[src/rtl/ctrl_isa_pkg.sv]
// ISA constants for the 32-bit, 5-bit-opcode decode stage: opcodes, branch/jump
// kinds, instruction field positions and the decoded control bundle.
package ctrl_isa_pkg;

  localparam logic [4:0] OP_ALU  = 5'b00000;
  localparam logic [4:0] OP_J    = 5'b00001;
  localparam logic [4:0] OP_BNE  = 5'b00010;
  localparam logic [4:0] OP_JAL  = 5'b00011;
  localparam logic [4:0] OP_JR   = 5'b00100;
  localparam logic [4:0] OP_ADDI = 5'b00101;
  localparam logic [4:0] OP_BLT  = 5'b00110;
  localparam logic [4:0] OP_SW   = 5'b00111;
  localparam logic [4:0] OP_LW   = 5'b01000;
  localparam logic [4:0] OP_SETX = 5'b10101;
  localparam logic [4:0] OP_BEX  = 5'b10110;

  localparam int OPC_HI   = 31;
  localparam int OPC_LO   = 27;
  localparam int RD_HI    = 26;
  localparam int RD_LO    = 22;
  localparam int RS_HI    = 21;
  localparam int RS_LO    = 17;
  localparam int RT_HI    = 16;
  localparam int RT_LO    = 12;
  localparam int ALUOP_HI = 6;
  localparam int ALUOP_LO = 2;
  localparam int IMM_HI   = 16;
  localparam int TGT_HI   = 26;

  typedef enum logic [1:0] {BR_NONE, BR_BNE, BR_BLT, BR_BEX} br_kind_e;
  typedef enum logic [1:0] {JMP_NONE, JMP_J, JMP_JAL, JMP_JR} jmp_kind_e;

  typedef struct packed {
    logic        reg_write;
    logic        mem_read;
    logic        mem_write;
    logic        alu_src;
    logic [4:0]  alu_op;
    br_kind_e    br_kind;
    jmp_kind_e   jmp_kind;
    logic [4:0]  rd;
    logic [4:0]  rs;
    logic [4:0]  rt;
    logic [31:0] imm;
    logic [26:0] target;
    logic        illegal;
  } ctrl_bundle_t;

endpackage

[src/rtl/ctrl_decode_if.sv]
// Fetch-side and execute-side handshake plus the registered control bundle.
interface ctrl_decode_if #(parameter int PC_W = 32);
  logic            in_valid;
  logic            in_ready;
  logic [31:0]     in_instr;
  logic [PC_W-1:0] in_pc;
  logic            flush;
  logic            out_valid;
  logic            out_ready;
  logic [PC_W-1:0] out_pc;
  logic            out_reg_write;
  logic            out_mem_read;
  logic            out_mem_write;
  logic            out_alu_src;
  logic [4:0]      out_alu_op;
  logic [1:0]      out_br_kind;
  logic [1:0]      out_jmp_kind;
  logic [4:0]      out_rd;
  logic [4:0]      out_rs;
  logic [4:0]      out_rt;
  logic [31:0]     out_imm;
  logic [26:0]     out_target;
  logic            out_illegal;

  modport master (
    output in_valid, in_instr, in_pc, flush, out_ready,
    input  in_ready, out_valid, out_pc, out_reg_write, out_mem_read, out_mem_write,
           out_alu_src, out_alu_op, out_br_kind, out_jmp_kind, out_rd, out_rs, out_rt,
           out_imm, out_target, out_illegal
  );

  modport slave (
    input  in_valid, in_instr, in_pc, flush, out_ready,
    output in_ready, out_valid, out_pc, out_reg_write, out_mem_read, out_mem_write,
           out_alu_src, out_alu_op, out_br_kind, out_jmp_kind, out_rd, out_rs, out_rt,
           out_imm, out_target, out_illegal
  );
endinterface

[src/rtl/ctrl_decode_comb.sv]
// Combinational instruction decoder: instruction word to unregistered control
// bundle, with implicit-register resolution and r0 write suppression.
module ctrl_decode_comb
  import ctrl_isa_pkg::*;
#(
  parameter int unsigned STATUS_REG = 30,
  parameter int unsigned LINK_REG   = 31
) (
  input  logic [31:0]  instr_i,
  output ctrl_bundle_t bundle_o,
  output logic [4:0]   rs_o,
  output logic [4:0]   rt_o
);

  logic [4:0] opcode, f_rd, f_rs, f_rt, f_aluop;
  ctrl_bundle_t b;

  assign opcode  = instr_i[OPC_HI:OPC_LO];
  assign f_rd    = instr_i[RD_HI:RD_LO];
  assign f_rs    = instr_i[RS_HI:RS_LO];
  assign f_rt    = instr_i[RT_HI:RT_LO];
  assign f_aluop = instr_i[ALUOP_HI:ALUOP_LO];

  always_comb begin
    b        = '0;
    b.imm    = {{(31-IMM_HI){instr_i[IMM_HI]}}, instr_i[IMM_HI:0]};
    b.target = instr_i[TGT_HI:0];
    case (opcode)
      OP_ALU: begin
        b.rd = f_rd; b.rs = f_rs; b.rt = f_rt;
        b.alu_op = f_aluop; b.reg_write = 1'b1;
      end
      OP_ADDI, OP_LW: begin
        b.rd = f_rd; b.rs = f_rs;
        b.alu_src = 1'b1; b.reg_write = 1'b1;
        b.mem_read = (opcode == OP_LW);
      end
      OP_SW: begin
        b.rs = f_rs; b.rt = f_rd;
        b.alu_src = 1'b1; b.mem_write = 1'b1;
      end
      OP_BNE, OP_BLT: begin
        b.rs = f_rd; b.rt = f_rs; b.alu_op = 5'b00001;
        b.br_kind = (opcode == OP_BNE) ? BR_BNE : BR_BLT;
      end
      OP_J:   b.jmp_kind = JMP_J;
      OP_JAL: begin
        b.jmp_kind = JMP_JAL; b.rd = 5'(LINK_REG); b.reg_write = 1'b1;
      end
      OP_JR: begin
        b.jmp_kind = JMP_JR; b.rs = f_rd;
      end
      OP_BEX: begin
        b.br_kind = BR_BEX; b.rs = 5'(STATUS_REG);
      end
      OP_SETX: begin
        b.rd = 5'(STATUS_REG); b.reg_write = 1'b1;
        b.imm = {5'd0, instr_i[TGT_HI:0]};
      end
      default: b.illegal = 1'b1;
    endcase
    // r0 is hardwired; never let a write to it reach the register file
    if (b.rd == 5'd0) b.reg_write = 1'b0;
  end

  assign bundle_o = b;
  assign rs_o     = b.rs;
  assign rt_o     = b.rt;

endmodule

[src/rtl/ctrl_decode_stage.sv]
// Registered decode stage with valid/ready on both sides, load-use bubble and flush.
// Optional CTRL_DECODE_PERF_EN adds saturating bubble/flush counters.
module ctrl_decode_stage
  import ctrl_isa_pkg::*;
#(
  parameter int          PC_W         = 32,
  parameter int unsigned STATUS_REG   = 30,
  parameter int unsigned LINK_REG     = 31,
  parameter int          HAZARD_CHECK = 1
) (
  input  logic clock,
  input  logic reset_n,
  ctrl_decode_if.slave bus
`ifdef CTRL_DECODE_PERF_EN
  ,
  output logic [15:0] perf_bubbles,
  output logic [15:0] perf_flushes
`endif
);

  ctrl_bundle_t    dec, bundle_q;
  logic [4:0]      dec_rs, dec_rt;
  logic [PC_W-1:0] pc_q;
  logic            valid_q, valid_d;
  logic            hazard, accept, in_ready;

  ctrl_decode_comb #(.STATUS_REG(STATUS_REG), .LINK_REG(LINK_REG)) u_dec (
    .instr_i  (bus.in_instr),
    .bundle_o (dec),
    .rs_o     (dec_rs),
    .rt_o     (dec_rt)
  );

  // a load still in flight this cycle cannot forward to an immediate consumer
  assign hazard = (HAZARD_CHECK != 0) && valid_q && bus.out_ready && bundle_q.mem_read &&
                  (bundle_q.rd != 5'd0) && bus.in_valid &&
                  ((dec_rs == bundle_q.rd) || (dec_rt == bundle_q.rd));

  assign in_ready = reset_n && !bus.flush && (!valid_q || bus.out_ready) && !hazard;
  assign accept   = bus.in_valid && in_ready;

  always_comb begin
    valid_d = valid_q;
    if (bus.flush)          valid_d = 1'b0;
    else if (accept)        valid_d = 1'b1;
    else if (bus.out_ready) valid_d = 1'b0;
  end

  always_ff @(posedge clock or negedge reset_n) begin
    if (!reset_n) begin
      valid_q  <= 1'b0;
      bundle_q <= '0;
      pc_q     <= '0;
    end else begin
      valid_q <= valid_d;
      if (accept) begin
        bundle_q <= dec;
        pc_q     <= bus.in_pc;
      end
    end
  end

`ifdef CTRL_DECODE_PERF_EN
  logic [15:0] bubbles_q, bubbles_d, flushes_q, flushes_d;

  always_comb begin
    bubbles_d = bubbles_q;
    flushes_d = flushes_q;
    if (hazard && !bus.flush && bubbles_q != 16'hFFFF) bubbles_d = bubbles_q + 16'd1;
    if (bus.flush && valid_q && flushes_q != 16'hFFFF) flushes_d = flushes_q + 16'd1;
  end

  always_ff @(posedge clock or negedge reset_n) begin
    if (!reset_n) begin
      bubbles_q <= '0;
      flushes_q <= '0;
    end else begin
      bubbles_q <= bubbles_d;
      flushes_q <= flushes_d;
    end
  end

  assign perf_bubbles = bubbles_q;
  assign perf_flushes = flushes_q;
`endif

  assign bus.in_ready      = in_ready;
  assign bus.out_valid     = valid_q;
  assign bus.out_pc        = pc_q;
  assign bus.out_reg_write = bundle_q.reg_write;
  assign bus.out_mem_read  = bundle_q.mem_read;
  assign bus.out_mem_write = bundle_q.mem_write;
  assign bus.out_alu_src   = bundle_q.alu_src;
  assign bus.out_alu_op    = bundle_q.alu_op;
  assign bus.out_br_kind   = bundle_q.br_kind;
  assign bus.out_jmp_kind  = bundle_q.jmp_kind;
  assign bus.out_rd        = bundle_q.rd;
  assign bus.out_rs        = bundle_q.rs;
  assign bus.out_rt        = bundle_q.rt;
  assign bus.out_imm       = bundle_q.imm;
  assign bus.out_target    = bundle_q.target;
  assign bus.out_illegal   = bundle_q.illegal;

endmodule

[src/flat_wrapper.sv]
// flat-port wrapper written by rule: the top's interface ports become plain ports
module ctrl_decode_stage_flat import ctrl_isa_pkg::*;
#(
  parameter int          PC_W         = 32,
  parameter int unsigned STATUS_REG   = 30,
  parameter int unsigned LINK_REG     = 31,
  parameter int          HAZARD_CHECK = 1
)
  (clock, reset_n, bus_in_valid, bus_in_instr, bus_in_pc, bus_flush, bus_out_ready, bus_in_ready, bus_out_valid, bus_out_pc, bus_out_reg_write, bus_out_mem_read, bus_out_mem_write, bus_out_alu_src, bus_out_alu_op, bus_out_br_kind, bus_out_jmp_kind, bus_out_rd, bus_out_rs, bus_out_rt, bus_out_imm, bus_out_target, bus_out_illegal);
  ctrl_decode_if #(.PC_W(PC_W)) bus_i ();
  input  logic clock;
  input  logic reset_n;
  input wire logic [$bits(bus_i.in_valid)-1:0] bus_in_valid;
  input wire logic [$bits(bus_i.in_instr)-1:0] bus_in_instr;
  input wire logic [$bits(bus_i.in_pc)-1:0] bus_in_pc;
  input wire logic [$bits(bus_i.flush)-1:0] bus_flush;
  input wire logic [$bits(bus_i.out_ready)-1:0] bus_out_ready;
  output wire logic [$bits(bus_i.in_ready)-1:0] bus_in_ready;
  output wire logic [$bits(bus_i.out_valid)-1:0] bus_out_valid;
  output wire logic [$bits(bus_i.out_pc)-1:0] bus_out_pc;
  output wire logic [$bits(bus_i.out_reg_write)-1:0] bus_out_reg_write;
  output wire logic [$bits(bus_i.out_mem_read)-1:0] bus_out_mem_read;
  output wire logic [$bits(bus_i.out_mem_write)-1:0] bus_out_mem_write;
  output wire logic [$bits(bus_i.out_alu_src)-1:0] bus_out_alu_src;
  output wire logic [$bits(bus_i.out_alu_op)-1:0] bus_out_alu_op;
  output wire logic [$bits(bus_i.out_br_kind)-1:0] bus_out_br_kind;
  output wire logic [$bits(bus_i.out_jmp_kind)-1:0] bus_out_jmp_kind;
  output wire logic [$bits(bus_i.out_rd)-1:0] bus_out_rd;
  output wire logic [$bits(bus_i.out_rs)-1:0] bus_out_rs;
  output wire logic [$bits(bus_i.out_rt)-1:0] bus_out_rt;
  output wire logic [$bits(bus_i.out_imm)-1:0] bus_out_imm;
  output wire logic [$bits(bus_i.out_target)-1:0] bus_out_target;
  output wire logic [$bits(bus_i.out_illegal)-1:0] bus_out_illegal;
  assign bus_i.in_valid = bus_in_valid;
  assign bus_i.in_instr = bus_in_instr;
  assign bus_i.in_pc = bus_in_pc;
  assign bus_i.flush = bus_flush;
  assign bus_i.out_ready = bus_out_ready;
  assign bus_in_ready = bus_i.in_ready;
  assign bus_out_valid = bus_i.out_valid;
  assign bus_out_pc = bus_i.out_pc;
  assign bus_out_reg_write = bus_i.out_reg_write;
  assign bus_out_mem_read = bus_i.out_mem_read;
  assign bus_out_mem_write = bus_i.out_mem_write;
  assign bus_out_alu_src = bus_i.out_alu_src;
  assign bus_out_alu_op = bus_i.out_alu_op;
  assign bus_out_br_kind = bus_i.out_br_kind;
  assign bus_out_jmp_kind = bus_i.out_jmp_kind;
  assign bus_out_rd = bus_i.out_rd;
  assign bus_out_rs = bus_i.out_rs;
  assign bus_out_rt = bus_i.out_rt;
  assign bus_out_imm = bus_i.out_imm;
  assign bus_out_target = bus_i.out_target;
  assign bus_out_illegal = bus_i.out_illegal;
  ctrl_decode_stage #(.PC_W(PC_W), .STATUS_REG(STATUS_REG), .LINK_REG(LINK_REG), .HAZARD_CHECK(HAZARD_CHECK)) u_core (.clock(clock), .reset_n(reset_n), .bus(bus_i));
endmodule
[config.mk]
export PLATFORM = sky130hd
export DESIGN_NAME = ctrl_decode_stage_flat
export DESIGN_NICKNAME = d
export VERILOG_FILES = /design/src/rtl/ctrl_isa_pkg.sv /design/src/rtl/ctrl_decode_if.sv /design/src/rtl/ctrl_decode_comb.sv /design/src/rtl/ctrl_decode_stage.sv /design/src/flat_wrapper.sv
export SDC_FILE = /design/constraint.sdc
export NUM_CORES = 1
export LEC_CHECK = 0
export BUFFER_PORTS_ARGS = -buffer_cell sky130_fd_sc_hd__buf_2
export CORE_MARGIN = 10
export CORE_UTILIZATION = 50
export DETAILED_ROUTE_END_ITERATION = 8
export PLACE_DENSITY = 0.79
export SLEW_MARGIN = 20
export SYNTH_ARGS = -nofsm -noshare
export SYNTH_HDL_FRONTEND = slang
export SYNTH_SLANG_ARGS = --single-unit
[constraint.sdc]
create_clock -name clock -period 6.39 [get_ports clock]
set_input_delay 1.5975 -clock clock [delete_from_list [all_inputs] [get_ports clock]]
set_output_delay 1.5975 -clock clock [all_outputs]
set_load 0.02 [all_outputs]
# Yosys cells after proc, flatten, opt, wreduce, memory -nomap -nowiden
# Cells that the tools add are included.
[op_classes]
n_eq_ne = 12
n_mux = 17
reduce_logical = 26
[op_table]
columns = ["op", "n"]
rows = [
  ["$pmux W5 S3", 3],
  ["$mux W32", 1],
  ["$eq A5 B3 Y1 const B", 4],
  ["$reduce_or A11 Y1", 1],
  ["$eq A5 B2 Y1 const B", 2],
  ["$eq A5 B5 Y1", 2],
  ["$eq A5 B5 Y1 const B", 2],
  ["$logic_not A5 Y1", 2],
  ["$pmux W5 S2", 1],
  ["$logic_and A1 B1 Y1", 9],
  ["$mux W1", 9],
  ["$reduce_or A3 Y1", 3],
  ["$pmux W2 S3", 1],
  ["$eq A5 B1 Y1 const B", 1],
  ["$eq A5 B4 Y1 const B", 1],
  ["$reduce_bool A5 Y1", 1],
  ["$reduce_or A5 Y1", 1],
  ["$pmux W2 S2", 1],
  ["$reduce_or A2 Y1", 2],
  ["$reduce_or A4 Y1", 1],
  ["$logic_not A1 Y1", 3],
  ["$reduce_bool A3 Y1", 1],
  ["$logic_or A1 B1 Y1", 2],
  ["$mux W2", 1],
]
[totals]
reg_bits = 121
in_bits = 69
output_inout_bits = 122

# Longest topological paths before layout
[depth]
word_depth = 11
ltp_mapped = 11
mapped_depth_nobuf = 7

# Modules after synthesis
# A second synthesis with hierarchy kept.
[unflattened]
cells_unflattened = 440
area_unflattened_um2 = 6253.5
[modules_own_cells]
columns = ["module", "instances", "cells_per_inst", "area_each_um2"]
rows = [
  ["ctrl_decode_stage", 1, 278, 5066.1],
  ["ctrl_decode_comb", 1, 162, 1187.4],
]

# Worst setup path after synthesis
# Ideal clock, no wire load.
[synth_path]
kind = "input to output"
startpoint = "input port bus_in_instr[31]"
endpoint = "output port bus_in_ready"
arrival_time_ns = 3.343
required_ns = 4.793
path_slack_ns = 1.449
cell_stages = 8
n_path_buf = 1
path_cell_list = "buf_2 nor4b_2 a22o_1 a21oi_1 xor2_1 a41oi_2 nand2_1 nor3_1"
[synth_via]
elab_chain_len = 8
word_cells_on_any_way = 19
cone_classes = "9 x eq/ne; 2 x mux; 8 x reduce/logical"
[synth_rtl]
columns = ["element", "line", "source"]
rows = [
  ["start: declaration", "flat_wrapper.sv:14", "input wire logic [$bits(bus_i.in_instr)-1:0] bus_in_instr;"],
  ["$eq A5 B4 Y1, or another cell as far along", "ctrl_decode_comb.sv:28", "case (opcode)"],
  ["$reduce_or A4 Y1 (no source line), or another cell as far along", "n/a", ""],
  ["$pmux W5 S3", "ctrl_decode_comb.sv:28", ""],
  ["$eq A5 B5 Y1", "ctrl_decode_stage.sv:37", "((dec_rs == bundle_q.rd) || (dec_rt == bundle_q.rd));"],
  ["$logic_or A1 B1 Y1 *", "ctrl_decode_stage.sv:37", ""],
  ["$logic_and A1 B1 Y1 *", "ctrl_decode_stage.sv:36", "(bundle_q.rd != 5'd0) && bus.in_valid &&"],
  ["$logic_not A1 Y1 *", "ctrl_decode_stage.sv:39", "assign in_ready = reset_n && !bus.flush && (!valid_q || bus.out_ready) && !hazard;"],
  ["$logic_and A1 B1 Y1 *", "ctrl_decode_stage.sv:39", ""],
  ["end: declaration", "flat_wrapper.sv:18", "output wire logic [$bits(bus_i.in_ready)-1:0] bus_in_ready;"],
]
# Every way passes the cells marked *; elsewhere a longest branch is shown, timed or not.

# Worst setup path in the final report
# Same ends and word-level chain as after synthesis.

==> results.sh <==
export IMPL_peakVddDrop_v=0.000135
export IMPL_cts_tree="yes"
export IMPL_slew_headroom_pct=38.2
export IMPL_port_buffer_count=190
export IMPL_die_width_um=118
export IMPL_wl_mm=13.1
export IMPL_syn_area_sq_um=4850
export IMPL_cap_violations=0
export IMPL_path_class="in -> out"
export IMPL_syn_to_final_growth_pct=22.4
export IMPL_antenna_found_initial=0
export IMPL_route_met3_wl_um=967
export IMPL_wl_met1_mm=5.37
export IMPL_vias=3637
export IMPL_viasPerCell=5.17
export IMPL_rows=35
export IMPL_synth_seq_area_share_pct=51.6
export IMPL_p_switching_uw=617
export IMPL_gp_congestion=0.871
export IMPL_fin_crit_sh_pct=83.1
export IMPL_post_cts_buffers=0
export IMPL_grt_max_degree=53
export IMPL_filler_cell_count=759
export IMPL_setup_slack_ns=1.08
export IMPL_fmax_ghz=0.188
export IMPL_fin_area_sq_um=5940
export IMPL_required_ns=4.79
export IMPL_dp_hpwl_mm=10.4
export IMPL_clock_skew_ns=0.00997
export IMPL_synthesis_nets=478
export IMPL_place_area_sq_um=5750
export IMPL_final_hold_viol_count=0
export IMPL_cts_buffers=9
export IMPL_firstDrtPassIters=5
export IMPL_post_cts_resized=0
export IMPL_min_period_ns=5.31
export IMPL_placedCellCount=688
export IMPL_drtAntennaViolNets=0
export IMPL_synth_seq_cells=100
export IMPL_clockBufferDepth=2
export IMPL_cp_max_fo=27
export IMPL_end_kind="primary output"
export IMPL_intPower_mw=1.12
export IMPL_final_setup_tns_ns=0
export IMPL_fin_util_pct=63.7
export IMPL_drc=0
export IMPL_highest_layer="met4"
export IMPL_fp_coreArea_sq_um=9330
export IMPL_pin_count=191
export IMPL_grt_pass1_vias=3946
export IMPL_dpl_worst_slack_ns=1.12
export IMPL_p_leak_nw=3.04
export IMPL_ff_latch_area_sq_um=2500
export IMPL_drive_above_1_share_pct=42.1
export IMPL_htreeDepth=3
export IMPL_clk_pin_slew_ns=0.09
export IMPL_status="finished, final reports clean"
export IMPL_multi_input_area_sq_um=1980
export IMPL_start_util_pct=52.0
export IMPL_yosysWarnings=0
export IMPL_clk_insertion_delay_late_ns=0.37
export IMPL_final_cells=704
export IMPL_rsz0062_at_grt="no"
export IMPL_worstSetupStartpointType="input port"
export IMPL_met2WireLength_mm=6.52
export IMPL_grtUsageTotal_pct=18.4
export IMPL_tightest_slew_ns=0.925
export IMPL_synth_cell_types=47
export IMPL_num_antenna_cells=0
export IMPL_avgSynthCellArea_sq_um=11.9
export IMPL_clock_power_share_pct=23.1
export IMPL_grt_pass1_wl_mm=21.1
export IMPL_hold_path_class="reg -> reg"
export IMPL_setup_violations=0
export IMPL_cts_sinks=100
export IMPL_slew_viol_final=0
export IMPL_die_area_sq_um=14000
export IMPL_die_y_um=118
export IMPL_cts_root_buffer="clkbuf_8"
export IMPL_routedWlPerCell_um=18.6
export IMPL_drt_iter0_markers=201
export IMPL_swShare_pct=35.5
export IMPL_hold_buffers=0
export IMPL_seqPwrFrac_pct=46.2
export IMPL_synth_cells=409
export IMPL_overflow=0
export IMPL_arrival_ns=3.71
export IMPL_power_density_nw_per_um2=293
export IMPL_combPwrFrac_pct=30.7
export IMPL_nNetsFinal=639
[layout make-up]
class	count	share of cell area, %
tap	129	2.72
inverter	30	1.90
sequential	100	42.1
clock inverter	5	1.03
clock buffer	11	2.21
timing repair buffer	193	16.6
multi-input combinational	236	33.4
[flip-flops by register name, summed over array words and instances, names as in the netlist]
register,flops
u_core.bus.out_pc,32
u_core.bus.out_target,27
u_core.bus.out_imm,11
u_core.bus.out_alu_op,5
u_core.bus.out_rd,5
u_core.bus.out_rs,5
u_core.bus.out_rt,5
u_core.bus.out_br_kind,2
u_core.bus.out_jmp_kind,2
u_core.bus.out_alu_src,1
u_core.bus.out_illegal,1
u_core.bus.out_mem_read,1
u_core.bus.out_mem_write,1
u_core.bus.out_reg_write,1
u_core.bus.out_valid,1
[critical path, cell delays in order]
cell	delay [ns]
buf_2	0.26
nor3_1	0.42
and2_1	0.37
a221oi_2	0.14
xnor2_1	0.17
a41oi_2	0.28
nand2_1	0.12
nor3_1	0.15
buf_2	0.20
[power groups by stage]
stage / Combinational (mW) / Clock (mW) / Sequential [mW]
6_report: 0.533 / 0.402 / 0.803
4_1_cts: 0.546 / 0.415 / 0.804
3_3_place_gp: 0.538 / 0 / 0.808
2_1_floorplan: 0.215 / 0 / 0.950
3_5_place_dp: 0.545 / 0 / 0.816
5_1_grt: 0.574 / 0.445 / 0.821
[cell usage in the layout, fill, tap and decap left out, drive strengths merged, types with 5 or more instances in the layout]
| master | count |
|---|---|
| a21oi | 14 |
| buf | 193 |
| clkbuf | 11 |
| dfrtp | 100 |
| inv | 31 |
| mux2 | 84 |
| mux2i | 18 |
| nand2 | 11 |
| nand3 | 5 |
| nor2 | 15 |
| nor3 | 5 |
| o21ai | 17 |
[stage by stage]
stage / total power, mW / hold WS, ns
6_report: 1.74 / 0.494
5_1_grt: 1.84 / 0.519
4_1_cts: 1.77 / 0.496
3_5_place_dp: 1.36 / 0.475
3_3_place_gp: 1.35 / 0.468
2_1_floorplan: 1.16 / 0.608
[final timing paths]
| path | slack (ns) | cells past startpoint | end | start |
|---|---|---|---|---|
| worst max-delay path | 1.08 | 9 | bus_in_ready | bus_in_instr[31] |
| worst min-delay path | 0.49 | 1 | u_core.bus.out_jmp_kind[1] | u_core.bus.out_jmp_kind[1] |
| worst max register to register | 3.23 | 9 | u_core.bus.out_jmp_kind[0] | u_core.bus.out_rd[0] |
| worst min register to register | 0.49 | 1 | u_core.bus.out_jmp_kind[1] | u_core.bus.out_jmp_kind[1] |
| max in group asynchronous | 4.09 | 2 | u_core.bus.out_imm[22] | reset_n |
| min in group asynchronous | 1.23 | 1 | u_core.bus.out_target[1] | reset_n |
[logic make-up (layout without fill, tap and decap cells)]
| group | after synthesis | count (layout) | share of synthesized area, % |
|---|---|---|---|
| muxes | 102 | 102 | 23.2 |
| DFF | 100 | 100 | 51.6 |
| and+or+nand+nor | 73 | 73 | 8.67 |
| buffers and inverters | 73 | 239 | 7.76 |
| AOI/OAI and AO/OA | 56 | 56 | 7.87 |
| xor gates and xnor gates | 5 | 5 | 0.903 |
[cells in the mapped netlist (all sizes together)]
cell	instances	area share (%)
a221o	1	0.21
and3b	1	0.18
o22a	4	0.72
or2	4	0.52
xnor2	3	0.54
clkbuf	9	0.70
mux2	84	19
mux2i	18	3.7
nor2	15	1.2
nand2	11	0.85
buf	34	4.7
nand4	3	0.52
and2	4	0.52
a41oi	1	0.34
or4	1	0.15
nand3	5	0.52
a22oi	2	0.31
nor3b	1	0.15
o32a	1	0.21
a22o	2	0.36
dfrtp	100	52
and4b	1	0.21
a21oi	14	1.4
nand4b	1	0.18
xor2	2	0.36
o2bb2ai	4	0.72
a2bb2oi	2	0.36
o21a	1	0.15
a21o	1	0.15
or3b	2	0.36
nand2b	4	0.52
a21bo	1	0.21
nor4	2	0.26
and3	3	0.39
o21ai	17	1.8
or3	1	0.13
inv	30	2.3
nor2b	3	0.39
o211ai	4	0.62
nor4b	4	0.85
nand3b	2	0.31
a221oi	1	0.31
nor3	5	0.52
[per-layer routing]
metal  track usage, %  vias up
met5                0        -
met4             5.27        0
met3             6.38       18
met2             32.1      127
met1             21.0     1763
li1                 -     1729
Note: power is estimated with default switching activity, not from simulation.
